**src/rtl/fifo_pkg.sv**
```systemverilog
// Shared helpers for the synchronous FIFO: address-width calculation and
// the DEPTH legality check.
package fifo_pkg;

  localparam int unsigned MIN_DEPTH = 2;

  // Number of bits needed to address n entries (ceil(log2(n))).
  function automatic int unsigned clog2(input int unsigned n);
    int unsigned r;
    r = 0;
    for (int i = 0; i < 32; i++) begin
      if (((n - 1) >> i) != 0) r = r + 1;
    end
    return r;
  endfunction

  // DEPTH must be a power of 2 and at least MIN_DEPTH.
  function automatic bit depth_ok(input int unsigned n);
    return (n >= MIN_DEPTH) && ((n & (n - 1)) == 0);
  endfunction

endpackage

```
**src/rtl/fifo_ram.sv**
```systemverilog
// Simple dual-port storage: one synchronous write port and one asynchronous read port.
module fifo_ram
  import fifo_pkg::*;
#(
  parameter int unsigned DATA_W = 8,
  parameter int unsigned DEPTH  = 16
) (
  input  logic                      clk,
  input  logic                      we,
  input  logic [clog2(DEPTH)-1:0]   waddr,
  input  logic [DATA_W-1:0]         wdata,
  input  logic [clog2(DEPTH)-1:0]   raddr,
  output logic [DATA_W-1:0]         rdata_c
);

  logic [DATA_W-1:0] mem [DEPTH];

  always_ff @(posedge clk) begin
    if (we) mem[waddr] <= wdata;
  end

  assign rdata_c = mem[raddr];

endmodule

```
**src/rtl/sync_fifo_gen.sv**
```systemverilog
// Synchronous FIFO with occupancy count, almost flags and error pulses.
// Define FIFO_FWFT_EN for first-word-fall-through output; default is registered read.
module sync_fifo_gen
  import fifo_pkg::*;
#(
  parameter int unsigned DATA_W   = 8,
  parameter int unsigned DEPTH    = 16,
  parameter int unsigned AF_LEVEL = DEPTH - 2,
  parameter int unsigned AE_LEVEL = 2
) (
  input  logic                    clk,
  input  logic                    rst,
  input  logic                    wr_en,
  input  logic [DATA_W-1:0]       din,
  input  logic                    rd_en,
  output logic [DATA_W-1:0]       dout,
  output logic                    full,
  output logic                    empty,
  output logic                    almost_full,
  output logic                    almost_empty,
  output logic [clog2(DEPTH):0]   count,
  output logic                    overflow,
  output logic                    underflow
);

  localparam int unsigned ADDR_W = clog2(DEPTH);
  localparam int unsigned PTR_W  = ADDR_W + 1;

  if (!depth_ok(DEPTH)) begin : g_depth_chk
    $error("sync_fifo_gen: DEPTH must be a power of 2 and >= 2");
  end

  logic [PTR_W-1:0]  wr_ptr;
  logic [PTR_W-1:0]  rd_ptr;
  logic              wr_acc_c;
  logic              rd_acc_c;
  logic [DATA_W-1:0] rd_data_c;

  // Status is a pure function of the registered pointers.
  assign empty        = (wr_ptr == rd_ptr);
  assign full         = (wr_ptr[ADDR_W] != rd_ptr[ADDR_W]) &&
                        (wr_ptr[ADDR_W-1:0] == rd_ptr[ADDR_W-1:0]);
  assign count        = wr_ptr - rd_ptr;
  assign almost_full  = (32'(count) >= AF_LEVEL);
  assign almost_empty = (32'(count) <= AE_LEVEL);

  assign wr_acc_c = wr_en && !full;
  assign rd_acc_c = rd_en && !empty;

  always_ff @(posedge clk or posedge rst) begin
    if (rst) begin
      wr_ptr    <= '0;
      rd_ptr    <= '0;
      overflow  <= 1'b0;
      underflow <= 1'b0;
    end else begin
      if (wr_acc_c) wr_ptr <= wr_ptr + PTR_W'(1);
      if (rd_acc_c) rd_ptr <= rd_ptr + PTR_W'(1);
      overflow  <= wr_en && full;
      underflow <= rd_en && empty;
    end
  end

  fifo_ram #(
    .DATA_W (DATA_W),
    .DEPTH  (DEPTH)
  ) u_ram (
    .clk     (clk),
    .we      (wr_acc_c),
    .waddr   (wr_ptr[ADDR_W-1:0]),
    .wdata   (din),
    .raddr   (rd_ptr[ADDR_W-1:0]),
    .rdata_c (rd_data_c)
  );

`ifdef FIFO_FWFT_EN
  // Head entry is always visible; blanked while nothing is stored.
  assign dout = empty ? '0 : rd_data_c;
`else
  always_ff @(posedge clk or posedge rst) begin
    if (rst) begin
      dout <= '0;
    end else if (rd_acc_c) begin
      dout <= rd_data_c;
    end
  end
`endif

endmodule

```
**config.mk**
```make
export PLATFORM = sky130hd
export DESIGN_NAME = sync_fifo_gen
export DESIGN_NICKNAME = d
export VERILOG_FILES = /design/src/rtl/fifo_pkg.sv /design/src/rtl/fifo_ram.sv /design/src/rtl/sync_fifo_gen.sv
export SDC_FILE = /design/constraint.sdc
export NUM_CORES = 1
export LEC_CHECK = 0
export ABC_AREA = 1
export CAP_MARGIN = 20
export CORE_ASPECT_RATIO = 1.4
export CORE_MARGIN = 10
export CORE_UTILIZATION = 53
export DETAILED_ROUTE_END_ITERATION = 7
export PLACE_DENSITY = 0.71
export RECOVER_POWER = 25
export SYNTH_ARGS = -nofsm -noshare
export SYNTH_HDL_FRONTEND = slang
export SYNTH_SLANG_ARGS = --single-unit
```
**constraint.sdc**
```tcl
create_clock -name clk -period 3 [get_ports clk]
set_input_delay 0.45 -clock clk [delete_from_list [all_inputs] [get_ports clk]]
set_output_delay 0.45 -clock clk [all_outputs]
set_load 0.01 [all_outputs]
```
Word-level counts from Yosys, hierarchy flattened --
Memories as Yosys holds them, arrays and structs flattened. A register that Yosys moved wholly into a read port is not among the register bits. Index checks and enable logic that the tools add are counted.
Operators by class: $lt $le $gt $ge 2, multiplexer cells 2, reductions and logical operators 7, eq/ne operators 3, add/subtract/negate cells 3
Operators by type and width (number):
- $add A5 B1 Y5 const B | 2
- $eq A5 B5 Y1 | 1
- $ge A5 B4 Y1 const B | 1
- $le A5 B2 Y1 const B | 1
- $logic_and A1 B1 Y1 | 5
- $sub A5 B5 Y5 | 1
- $eq A4 B4 Y1 | 1
- $logic_not A1 Y1 | 2
- $mux W1 | 2
- $ne A1 B1 Y1 | 1
Word-level totals: output and inout port bits 19, flip-flop bits (word level) 12, memories kept 1, memory bits (writable) 128
Memory list:
- u_ram.mem | words 16, bits a word 8, read ports 1, clocked after memory_dff 1, write ports 1, RTL line fifo_ram.sv:16 | logic [DATA_W-1:0] mem [DEPTH];

Depth between registers and ports, before layout --
Gate-level depths: netlist of the first run.
word-level depth 6, gate-level depth with buffers 13, gate-level depth less buffers 10

By module --
A second synthesis of the first run with hierarchy kept.
Second synthesis, totals: cells, all modules 695, area total of the unflattened synthesis 6784.0 um^2
By module, submodules not included:
- fifo_ram | seq. area each 3843.7 um^2, area each 5606.6 um^2, instances 1, cells an instance 543
- sync_fifo_gen | seq. area each 500.5 um^2, area each 1177.4 um^2, instances 1, cells an instance 152

Worst setup path after synthesis of the first run --
Ideal clock, no wire load.
path kind register to register, start reg rd_ptr[2], end mem u_ram.mem[0][0], enable pin, required time 2630 ps, clock period less this slack 2388 ps, arrival time 2018 ps, path buffers 2, slack 612 ps, setup time 370 ps, stages on the path, launching flop included 12, cell sequence dfrtp_1 buf_2 inv_1 buf_2 ha_1 nand2_2 nor2_4 inv_1 nor2_4 nor2_8 nand2_1 nor2_1
On the way: word-level cells in the longest chain between the ends 6
Ends and longest elaborated chain:
- start, declared | RTL line sync_fifo_gen.sv:34 | logic [PTR_W-1:0] rd_ptr;
- start signal, assigned | RTL line sync_fifo_gen.sv:58 | if (rd_acc_c) rd_ptr <= rd_ptr + PTR_W'(1);
- $eq A4 B4 Y1 | RTL line sync_fifo_gen.sv:42 | (wr_ptr[ADDR_W-1:0] == rd_ptr[ADDR_W-1:0]);
- $logic_and A1 B1 Y1 | RTL line sync_fifo_gen.sv:41 | assign full = (wr_ptr[ADDR_W] != rd_ptr[ADDR_W]) &&
- net full | RTL line sync_fifo_gen.sv:17 | output logic full,
- $logic_not A1 Y1 | RTL line sync_fifo_gen.sv:47 | assign wr_acc_c = wr_en && !full;
- $logic_and A1 B1 Y1 | RTL line sync_fifo_gen.sv:47
- $mux W1 | RTL line fifo_ram.sv:19 | if (we) mem[waddr] <= wdata;
- $mux W1 (not written as such) | RTL line fifo_ram.sv:19
- end, declared | RTL line fifo_ram.sv:16
The timed path passes the listed nets, and every way through them passes these cells.

Final worst setup path of the first run --
start reg wr_ptr[0], end out almost_empty
On the way: word-level cells in the longest chain between the ends 2
Ends and longest elaborated chain:
- start, declared | RTL line sync_fifo_gen.sv:33 | logic [PTR_W-1:0] wr_ptr;
- start signal, assigned | RTL line sync_fifo_gen.sv:57 | if (wr_acc_c) wr_ptr <= wr_ptr + PTR_W'(1);
- $sub A5 B5 Y5 | RTL line sync_fifo_gen.sv:43 | assign count = wr_ptr - rd_ptr;
- $le A5 B2 Y1 | RTL line sync_fifo_gen.sv:45 | assign almost_empty = (32'(count) <= AE_LEVEL);
- end, declared | RTL line sync_fifo_gen.sv:20 | output logic almost_empty,
No other way between the ends.

==> results of run 1 <==
-- sequential cells by signal, summed over array words and instances (netlist names) --
signal     flops
u_ram.mem    128
overflow       1
underflow      1
wr_ptr         5
rd_ptr         5
dout           8
-- cells by family after synthesis --
group           after synthesis  synth area share (%)
fa+ha+maj                    10                 2.014
simple gates                308                 20.48
compound gates               25                 1.938
xor+xnor                     11                 1.463
buf+inv                     129                 8.132
flops                       148                 65.97
-- repair_timing --
| action | CTS | global route |
|---|---|---|
| gates resized for setup | 4 | 5 |
| endpoints found under the setup margin | 3 | 2 |
| cloned | 0 | 0 |
| pin swaps | 0 | 2 |
| endpoints found under the hold margin | 0 | 0 |
-- per-layer routing --
layer | global-route usage, % | routed length (microns)
met3 | 4.807 | 896
met2 | 29.61 | 7892
met5 | 0 | 0
met4 | 7.840 | 384
met1 | 19.52 | 5582
-- worst max-delay path, stage by stage (launching register included) --
cell and delay (ps):
dfrtp_2 440, inv_1 110, ha_1 180, inv_1 60
fa_1 420, nand3_1 110, nand2_1 100, xor2_2 200
nor2_1 110, dlygate4sd2_1 280
-- cell type report --
cell class | count | share of cell area, %
multi-input combinational | 354 | 22.33
clock buffer | 23 | 6.195
timing repair buffer | 53 | 6.033
clock inverter | 9 | 1.654
tap | 150 | 2.433
inverter | 103 | 5.011
sequential | 148 | 56.34
-- path summary, 6_finish.rpt --
| path | cells after the start | endpoint | startpoint | slack (ps) |
|---|---|---|---|---|
| min | 1 | wr_ptr[0] | wr_ptr[0] | 530 |
| max | 9 | almost_empty | wr_ptr[0] | 140 |
| max in group asynchronous | 2 | rd_ptr[0] | rst | 1680 |
| min in group asynchronous | 2 | underflow | rst | 680 |
| max reg2reg | 8 | dout[1] | rd_ptr[0] | 560 |
| min reg2reg | 1 | wr_ptr[0] | wr_ptr[0] | 530 |
-- power breakdown --
part	total [mW]	internal (mW)	switching, mW
clock network	2.15	1.37	0.777
logic	3.06	1.11	1.95
registers	2.68	2.55	0.133
total	7.88	5.03	2.86
-- synth_stat cells --
master	instances
nor2_4	2
dfrtp_1	20
nand3_1	92
nor3_1	1
a21oi_1	19
inv_2	4
xor2_1	11
clkbuf_1	1
buf_6	2
buf_4	3
fa_1	1
nor2_8	1
buf_2	20
nor2_1	34
nand2_2	12
nand2_1	164
nand2_4	2
ha_1	9
edfxtp_1	128
inv_1	98
o21ai_0	5
o21bai_1	1
clkinv_1	1
-- metrics by stage --
step | utilization, % | hold WS, ps | area [sq um] | instances | power [mW]
after floorplan | - | 413.8 | 6585 | 631 | 4.668
after global placement | 57.94 | 515.0 | 7098 | 808 | 5.686
after detailed placement | 57.94 | 515.5 | 7098 | 808 | 5.787
after CTS | 62.91 | 531.9 | 7707 | 840 | 7.910
after global routing | 62.97 | 545.4 | 7715 | 840 | 8.369
final | 62.97 | 525.7 | 7715 | 840 | 7.884
==> flow_summary_export.csv, run 1 <==
group,metric,value,unit
status,status,"completed",
grt,globalRouteOverflowTotal,0,
worst_setup_path,worst-endpoint-required,2550,ps
place,preCtsSetupSlack,262.1,ps
place,place.detailed.hpwl,9.424,mm
worst_setup_path,timing.critical_path.fanout_max,5,
grt,track_usage,17.36,%
synthesis,post_synth.cell_area_avg,10.44,sq um
synthesis,yosysSeqAreaShare,65.97,%
cells_and_area,layout.cells.most_common_list,"164 x nand2_1, 128 x edfxtp_1, 98 x inv_1",
synthesis,synth_top_cell_area_share,58.37,%
sta,worst_slew_margin_rel,37.18,%
job,maxCapViolations,0,
route,remaining_drc_errors,0,
sta,rsz_0062_raised_after_global_routing,"no",
clocking,tritoncts_clock_tree,"yes",
worst_setup_path,critPathArrivalTime,2410,ps
clocking,clock_tree.htree_level_count,4,
sta,final-max-slew-violation-count,0,
worst_setup_path,timing.setup.critical_path_class,"register to primary output",
die,effective_utilization_at_floorplan,53.75,%
clocking,clk_pin_slew_worst_paths,50,ps
clocking,clkSinkCount,148,
route,drt_first_pass_iters,5,
die,core_region_area,0.01225,sq mm
synthesis,synthDominantAreaCellType,"edfxtp_1",
die,die_h,151.9,microns
cells_and_area,areaGrowthSynthToFinish,17.16,%
route,ant_nets,0,
grt,maximum_number_of_pins_on_one_net_before_global_route_repair,68,
synthesis,ys_types,23,
route,drt-initial-drc-count,334,
synthesis,syn-num-nets,653,
route,routed-via-count,4488,
power_and_ir_drop,power.density,1022,mW/mm^2
route,routed_wire_length_per_instance,17.57,microns
grt,grt_pass1_wl,23.26,mm
sta,post-route-period-util,95.49,%
grt,first_global_vias,4492,
sta,maximum_clock_frequency,349.1,MHz
sta,timing_worst_slew_pin_value,941.3,ps
sta,setup_ws,135.3,ps
route,route.detailed.vias_per_inst,5.343,
die,die_w,114.2,microns
sta,clock_skew,7.644,ps
die,die_area,0.01735,sq mm
sta,setup-violations-final,0,
die,std_cell_rows,48,
clocking,clk_path_buf_depth,2,
route,routed_wirelength,14.76,mm
place,gpl.final_weighted_congestion,0.8069,
synthesis,synth_warnings,0,
cells_and_area,layout.cells.most_common,"nand2_1",
cells_and_area,nets,699,
clocking,cts-buffers-inserted,17,
synthesis,netlist_instances,631,
cells_and_area,nFillCells,952,
min_path,min-delay-path-class,"register to register",
synthesis,register_bit_total_from_synthesis,148,
clocking,cts.root.buffer_cell,"clkbuf_16",
cells_and_area,layout_cells_sized_above_1,11.30,%
clocking,post_cts_hold_buffer_count,0,
synthesis,netlist_area,0.006585,sq mm
cells_and_area,number_of_antenna_cells_inserted,0,
sta,fin_crit,2865,ps
sta,hold_violations,0,
clocking,clk_latency_worst_skew_pair,420,ps
place,io_buffer_count,30,
cells_and_area,multiInputGateArea,0.001723,sq mm
die,io-pin-count,31,
worst_setup_path,worst_setup_path_start_kind,"register",
power_and_ir_drop,peakVddDrop,1.149,mV
power_and_ir_drop,p_leak,3.291,nW
grt,antenna_violations_before_repair,0,
clocking,post_cts.repair.setup_buffers,0,
cells_and_area,seq_area,0.004347,sq mm
synthesis,netlist_top_cells_area,"edfxtp_1 58%, nand2_1 9.3%, dfrtp_1 7.6%",
sta,tns,0,ps
worst_setup_path,worst_setup_ep_type,"primary output",
Power figures use the tool's default switching activity.
==> run 2, diff against run 1 <==
- PLACE_DENSITY: 0.71 -> 0.82
==> run 2 against run 1 <==
- first-iteration DRC count is 51% higher
- hold slack better by 3.0 ps
- die area stayed put
- routed wire length is 4.1% higher
- clock skew is 2.6 ps lower
==> flow_summary_export.csv, run 2 (synthesis results as in run 1) <==
group,metric,value,unit
sta,hold_violations,0,
die,io-pin-count,31,
sta,maximum_clock_frequency,349.7,MHz
route,routed_wire_length_per_instance,18.30,microns
worst_setup_path,worst_setup_path_start_kind,"register",
route,routed_wirelength,15.35,mm
power_and_ir_drop,fraction_of_power_spent_switching_nets,36.34,%
clocking,post_cts.repair.setup_buffers,0,
place,place.detailed.hpwl,9.154,mm
place,io_buffer_count,30,
grt,grt_pass1_wl,24.39,mm
route,drt_first_pass_iters,6,
sta,final-max-slew-violation-count,0,
die,core_region_area,0.01225,sq mm
cells_and_area,largestRegisters,"u_ram.mem (128), dout (8)",
route,route.detailed.vias_per_inst,5.541,
sta,clock_skew,5.037,ps
worst_setup_path,critical-path-max-stage-delay,500,ps
power_and_ir_drop,power.density,1041,mW/mm^2
sta,tns,0,ps
die,die_area,0.01735,sq mm
min_path,timing.hold.worst_endpoint,"wr_ptr[0]",
worst_setup_path,cpMaxStageDelayCell,"clkdlybuf4s50_1",
worst_setup_path,worst_r2r_path_depth,9,
die,std_cell_rows,48,
clocking,clkSinkCount,148,
clocking,cts-buffers-inserted,17,
grt,antenna_violations_before_repair,0,
cells_and_area,areaGrowthSynthToFinish,17.48,%
clocking,clk_pin_slew_worst_paths,60,ps
route,remaining_drc_errors,0,
cells_and_area,layout.cells.most_common,"nand2_1",
sta,timing_worst_slew_pin_value,883.7,ps
power_and_ir_drop,p_leak,3.293,nW
min_path,min_from,"wr_ptr[0]",
worst_setup_path,path_cells,"ha_2 -> nand2_2 -> o21ai_0 -> xor2_1 -> inv_1 -> clkdlybuf4s50_1",
place,gpl.final_weighted_congestion,0.8282,
power_and_ir_drop,peakVddDrop,1.563,mV
worst_setup_path,timing.setup.critical_path_class,"register to primary output",
sta,post-route-period-util,95.31,%
die,effective_utilization_at_floorplan,53.75,%
power_and_ir_drop,portion_of_total_power_attributed_to_the_clock_network,27.8,%
worst_setup_path,worst-endpoint-required,2550,ps
sta,setup-violations-final,0,
sta,fin_crit,2859,ps
clocking,clock_tree.htree_level_count,4,
cells_and_area,nets,698,
worst_setup_path,timing.critical_path.fanout_max,5,
cells_and_area,layout_cells_sized_above_1,10.89,%
route,ant_nets,0,
cells_and_area,post-route-util,63.14,%
min_path,min-delay-path-class,"register to register",
route,routed-via-count,4649,
grt,maximum_number_of_pins_on_one_net_before_global_route_repair,68,
clocking,cts.root.buffer_cell,"clkbuf_16",
worst_setup_path,critPathArrivalTime,2410,ps
die,die_h,151.9,microns
cells_and_area,largest_register_ffs,128,
grt,first_global_vias,4754,
worst_setup_path,launch_instance_of_the_worst_register_to_register_path,"rd_ptr[0]",
place,placed_cell_area,0.007103,sq mm
clocking,clk_latency_worst_skew_pair,420,ps
route,drt-initial-drc-count,504,
clocking,tritoncts_clock_tree,"yes",
cells_and_area,number_of_antenna_cells_inserted,0,
worst_setup_path,cp-startpoint,"wr_ptr[2]",
grt,globalRouteOverflowTotal,0,
status,status,"completed",
min_path,worst_hold_path_stage_count,1,
sta,worst_slew_margin_rel,41.02,%
power_and_ir_drop,combinationalPowerShare,38.9,%
power_and_ir_drop,seq_power_share,33.4,%
worst_setup_path,r2r-end,"dout[1]",
cells_and_area,largest-register,"u_ram.mem",
job,maxCapViolations,0,
grt,track_usage,18.10,%
worst_setup_path,reg2reg_slack,640,ps
cells_and_area,layout.cells.most_common_list,"164 x nand2_1, 128 x edfxtp_1, 97 x inv_1",
power_and_ir_drop,switchingPower,2.926,mW
power_and_ir_drop,internal_power,5.126,mW
worst_setup_path,worst_setup_ep_type,"primary output",
cells_and_area,summed_area_of_non_filler_cells_in_the_final_layout,0.007736,sq mm
clocking,clk_path_buf_depth,2,
die,die_w,114.2,microns
[run 2: layout make-up]
| cell class | count | area (sq um) |
|---|---|---|
| clock buffers | 20 | 436.7 |
| clock inverters | 12 | 185.2 |
| fillers | 900 | 4516 |
| inverters | 103 | 386.6 |
| multi-input cells | 354 | 1723 |
| flip-flops and latches | 148 | 4347 |
| well taps | 150 | 187.7 |
| repair buffers | 52 | 470.5 |
[run 2: metal layers]
metal | vias to the layer above | part of all wire [%] | global-route usage, %
li1 | 2122 | - | -
met1 | 2204 | 36 | 20.51
met2 | 264 | 52 | 30.59
met5 | - | 0 | 0
met4 | 0 | 4.8 | 10.47
met3 | 59 | 7.6 | 3.625
[run 2: power by group through the flow]
stage               Sequential (mW)  Combinational (mW)  Clock [mW]
finish                         2.69                3.13        2.24
global route                   2.71                3.45        2.35
CTS                            2.68                3.12        2.25
detailed placement             2.72                3.09           0
global placement               2.70                2.98           0
floorplan                      2.72                1.95           0
[run 2: worst max-delay path by stage]
stage | to | slack, ps | depth (start not counted)
after CTS | count[2] | 60 | 6
after global placement | almost_full | 370 | 9
after detailed placement | almost_full | 230 | 9
after global routing | almost_empty | -6 | 9
after floorplan | u_ram.mem[0][0] | 610 | 11
final | count[3] | 140 | 6
[run 2: repair_timing]
item	4_1_cts	5_1_grt
resized for setup	4	6
endpoints found under the setup margin	3	3
cloned	0	0
hold buffers	0	0
[run 2: metrics by stage]
stage	hold slack, ps	total power, mW	instances	setup slack, ps
3_3_place_gp	512.9	5.683	807	373.6
6_report	528.7	8.052	839	140.7
2_1_floorplan	413.8	4.668	631	612.2
4_1_cts	535.4	8.045	839	59.73
3_5_place_dp	524.4	5.809	807	227.0
5_1_grt	551.5	8.511	839	-5.662
[run 2: critical path, delay by kind of cell (launching register included)]
family,cells,cell delay [ps]
xor+xnor,1,280
flops,1,430
buf+inv,2,580
simple gates,1,90
compound gates,1,190
fa+ha+maj,1,420
==> run 3, diff against run 2 <==
- CAP_MARGIN: 20 -> unset
- clock period: 3 -> 3.1 ns (I/O delays scaled with it)
==> run 3 against run 2 <==
- via count shrank 1.0%
- clock-buffer cell count rose by 3
- clock power shrank 12%
- register-to-register slack is essentially flat
- routed wire length shrank 0.10%
- sequential cell count unchanged
- setup slack better by 65 ps
- final cell count rose by 0.12%
- global-route usage about the same
- non-clock buffer count up 1
- first-iteration DRC count down 13%
- sequential power shrank 3%
==> flow_summary_export.csv, run 3 (synthesis results as in run 1) <==
group,metric,value,unit
route,routed-via-count,4601,
die,io-pin-count,31,
route,ant_nets,0,
worst_setup_path,timing.critical_path.fanout_max,5,
power_and_ir_drop,seq_power_share,34.3,%
cells_and_area,layout_cells_sized_above_1,10.72,%
place,place.detailed.hpwl,9.354,mm
grt,maximum_number_of_pins_on_one_net_before_global_route_repair,68,
cells_and_area,largestRegisters,"u_ram.mem (128), dout (8)",
grt,first_global_vias,4713,
cells_and_area,number_of_antenna_cells_inserted,0,
cells_and_area,nFillCells,910,
power_and_ir_drop,p_leak,3.296,nW
die,die_h,151.9,microns
sta,rsz_0062_raised_after_global_routing,"no",
power_and_ir_drop,peakVddDrop,1.260,mV
status,status,"completed",
clocking,post_cts_resized,1,
cells_and_area,multiInputGateArea,0.001713,sq mm
clocking,post_cts_hold_buffer_count,0,
die,std_cell_rows,48,
die,die_area,0.01735,sq mm
place,gpl.final_weighted_congestion,0.8275,
power_and_ir_drop,power.density,989.1,mW/mm^2
clocking,post_cts.repair.setup_buffers,0,
sta,maximum_clock_frequency,345.5,MHz
power_and_ir_drop,power.total,7.607,mW
clocking,clk_pin_slew_worst_paths,50,ps
cells_and_area,post-route-util,62.78,%
die,core_region_area,0.01225,sq mm
grt,antenna_violations_before_repair,0,
clocking,cts-buffers-inserted,17,
grt,grt_pass1_wl,24.44,mm
sta,post-route-period-util,93.37,%
power_and_ir_drop,switchingPower,2.814,mW
cells_and_area,layout.cells.most_common_list,"164 x nand2_1, 128 x edfxtp_1, 98 x inv_1",
route,routed_wire_length_per_instance,18.26,microns
worst_setup_path,worst_setup_path_start_kind,"register",
sta,tns,0,ps
cells_and_area,nets,699,
route,remaining_drc_errors,0,
sta,final-max-slew-violation-count,0,
clocking,clk_latency_worst_skew_pair,420,ps
cells_and_area,largest-register,"u_ram.mem",
grt,globalRouteOverflowTotal,0,
route,drt-initial-drc-count,440,
cells_and_area,seq_area,0.004345,sq mm
worst_setup_path,worst_setup_ep_type,"primary output",
worst_setup_path,worst-endpoint-required,2630,ps
power_and_ir_drop,fraction_of_power_spent_switching_nets,36.99,%
cells_and_area,layout.cells.most_common,"nand2_1",
worst_setup_path,critPathArrivalTime,2430,ps
power_and_ir_drop,portion_of_total_power_attributed_to_the_clock_network,26.0,%
sta,fin_crit,2894,ps
route,route.detailed.vias_per_inst,5.477,
clocking,cts.root.buffer_cell,"clkbuf_16",
clocking,tritoncts_clock_tree,"yes",
die,die_w,114.2,microns
die,effective_utilization_at_floorplan,53.75,%
power_and_ir_drop,internal_power,4.793,mW
sta,clock_skew,5.312,ps
min_path,min-delay-path-class,"register to register",
sta,timing_worst_slew_pin_value,906.6,ps
route,routed_wirelength,15.34,mm
route,drt_first_pass_iters,5,
sta,worst_slew_margin_rel,39.49,%
cells_and_area,areaGrowthSynthToFinish,16.80,%
clocking,clock_tree.htree_level_count,4,
sta,setup-violations-final,0,
sta,hold_violations,0,
cells_and_area,largest_register_ffs,128,
clocking,clk_path_buf_depth,2,
clocking,clkSinkCount,148,
place,io_buffer_count,30,
power_and_ir_drop,combinationalPowerShare,39.7,%
job,maxCapViolations,0,
grt,track_usage,18.13,%
worst_setup_path,timing.setup.critical_path_class,"register to primary output",
run 3: changes by cell type in the layout (fill, tap and decap cells not counted), moves of 2 or more:
cell            previous run  this run
clkinv_1                   5         2
dlymetal6s2s_1             0         2
clkbuf_8                   0         3
bufinv_16                  5         2
buf_4                     21        23
clkinvlp_4                 2         4
run 3: worst paths after layout:
path / from / cells after the start / endpoint / slack (ps)
worst min register to register: wr_ptr[0] / 1 / wr_ptr[0] / 550
worst min-delay path: wr_ptr[0] / 1 / wr_ptr[0] / 550
worst max register to register: rd_ptr[0] / 8 / dout[2] / 650
max in group asynchronous: rst / 2 / rd_ptr[0] / 1800
min in group asynchronous: rst / 2 / dout[0] / 690
worst max-delay path: wr_ptr[0] / 9 / almost_full / 210
run 3: layout make-up:
class / instances / area share [%]
multi-input combinational: 354 / 22.27
clock inverter: 9 / 1.350
tap: 150 / 2.440
sequential: 148 / 56.50
inverter: 103 / 5.027
timing repair buffer: 53 / 6.198
clock buffer: 23 / 6.214
run 3: per-layer routing:
metal	GRT usage, %	vias to the layer above	part of all wire, %
met2	31.89	241	54
met1	19.66	2186	34
met3	4.216	45	7.8
li1	-	2129	-
met5	0	-	0
met4	8.977	0	3.6
run 3: power groups by stage:
stage / Clock [mW] / Combinational [mW] / Sequential, mW
floorplan: 0 / 1.89 / 2.63
global placement: 0 / 2.86 / 2.62
detailed placement: 0 / 2.97 / 2.64
CTS: 1.99 / 3.01 / 2.60
global route: 2.11 / 3.31 / 2.63
finish: 1.98 / 3.02 / 2.61
run 3: worst max-delay path, stage by stage (launching register included):
cell           delay [ps]
dfrtp_1               430
inv_1                 120
ha_1                  180
inv_1                  60
fa_1                  410
nand3_1               120
nand2_1                70
xor2_1                200
o21bai_1              140
dlygate4sd2_1         300
run 3: metrics by stage:
stage	setup slack, ps	instances	instance area, sq um	hold WS, ps
floorplan	712.2	631	6585	428.8
global placement	461.3	808	7098	527.2
detailed placement	365.8	808	7098	541.8
CTS	6.172	840	7679	553.5
global route	12.38	840	7691	576.8
finish	205.5	840	7691	550.8
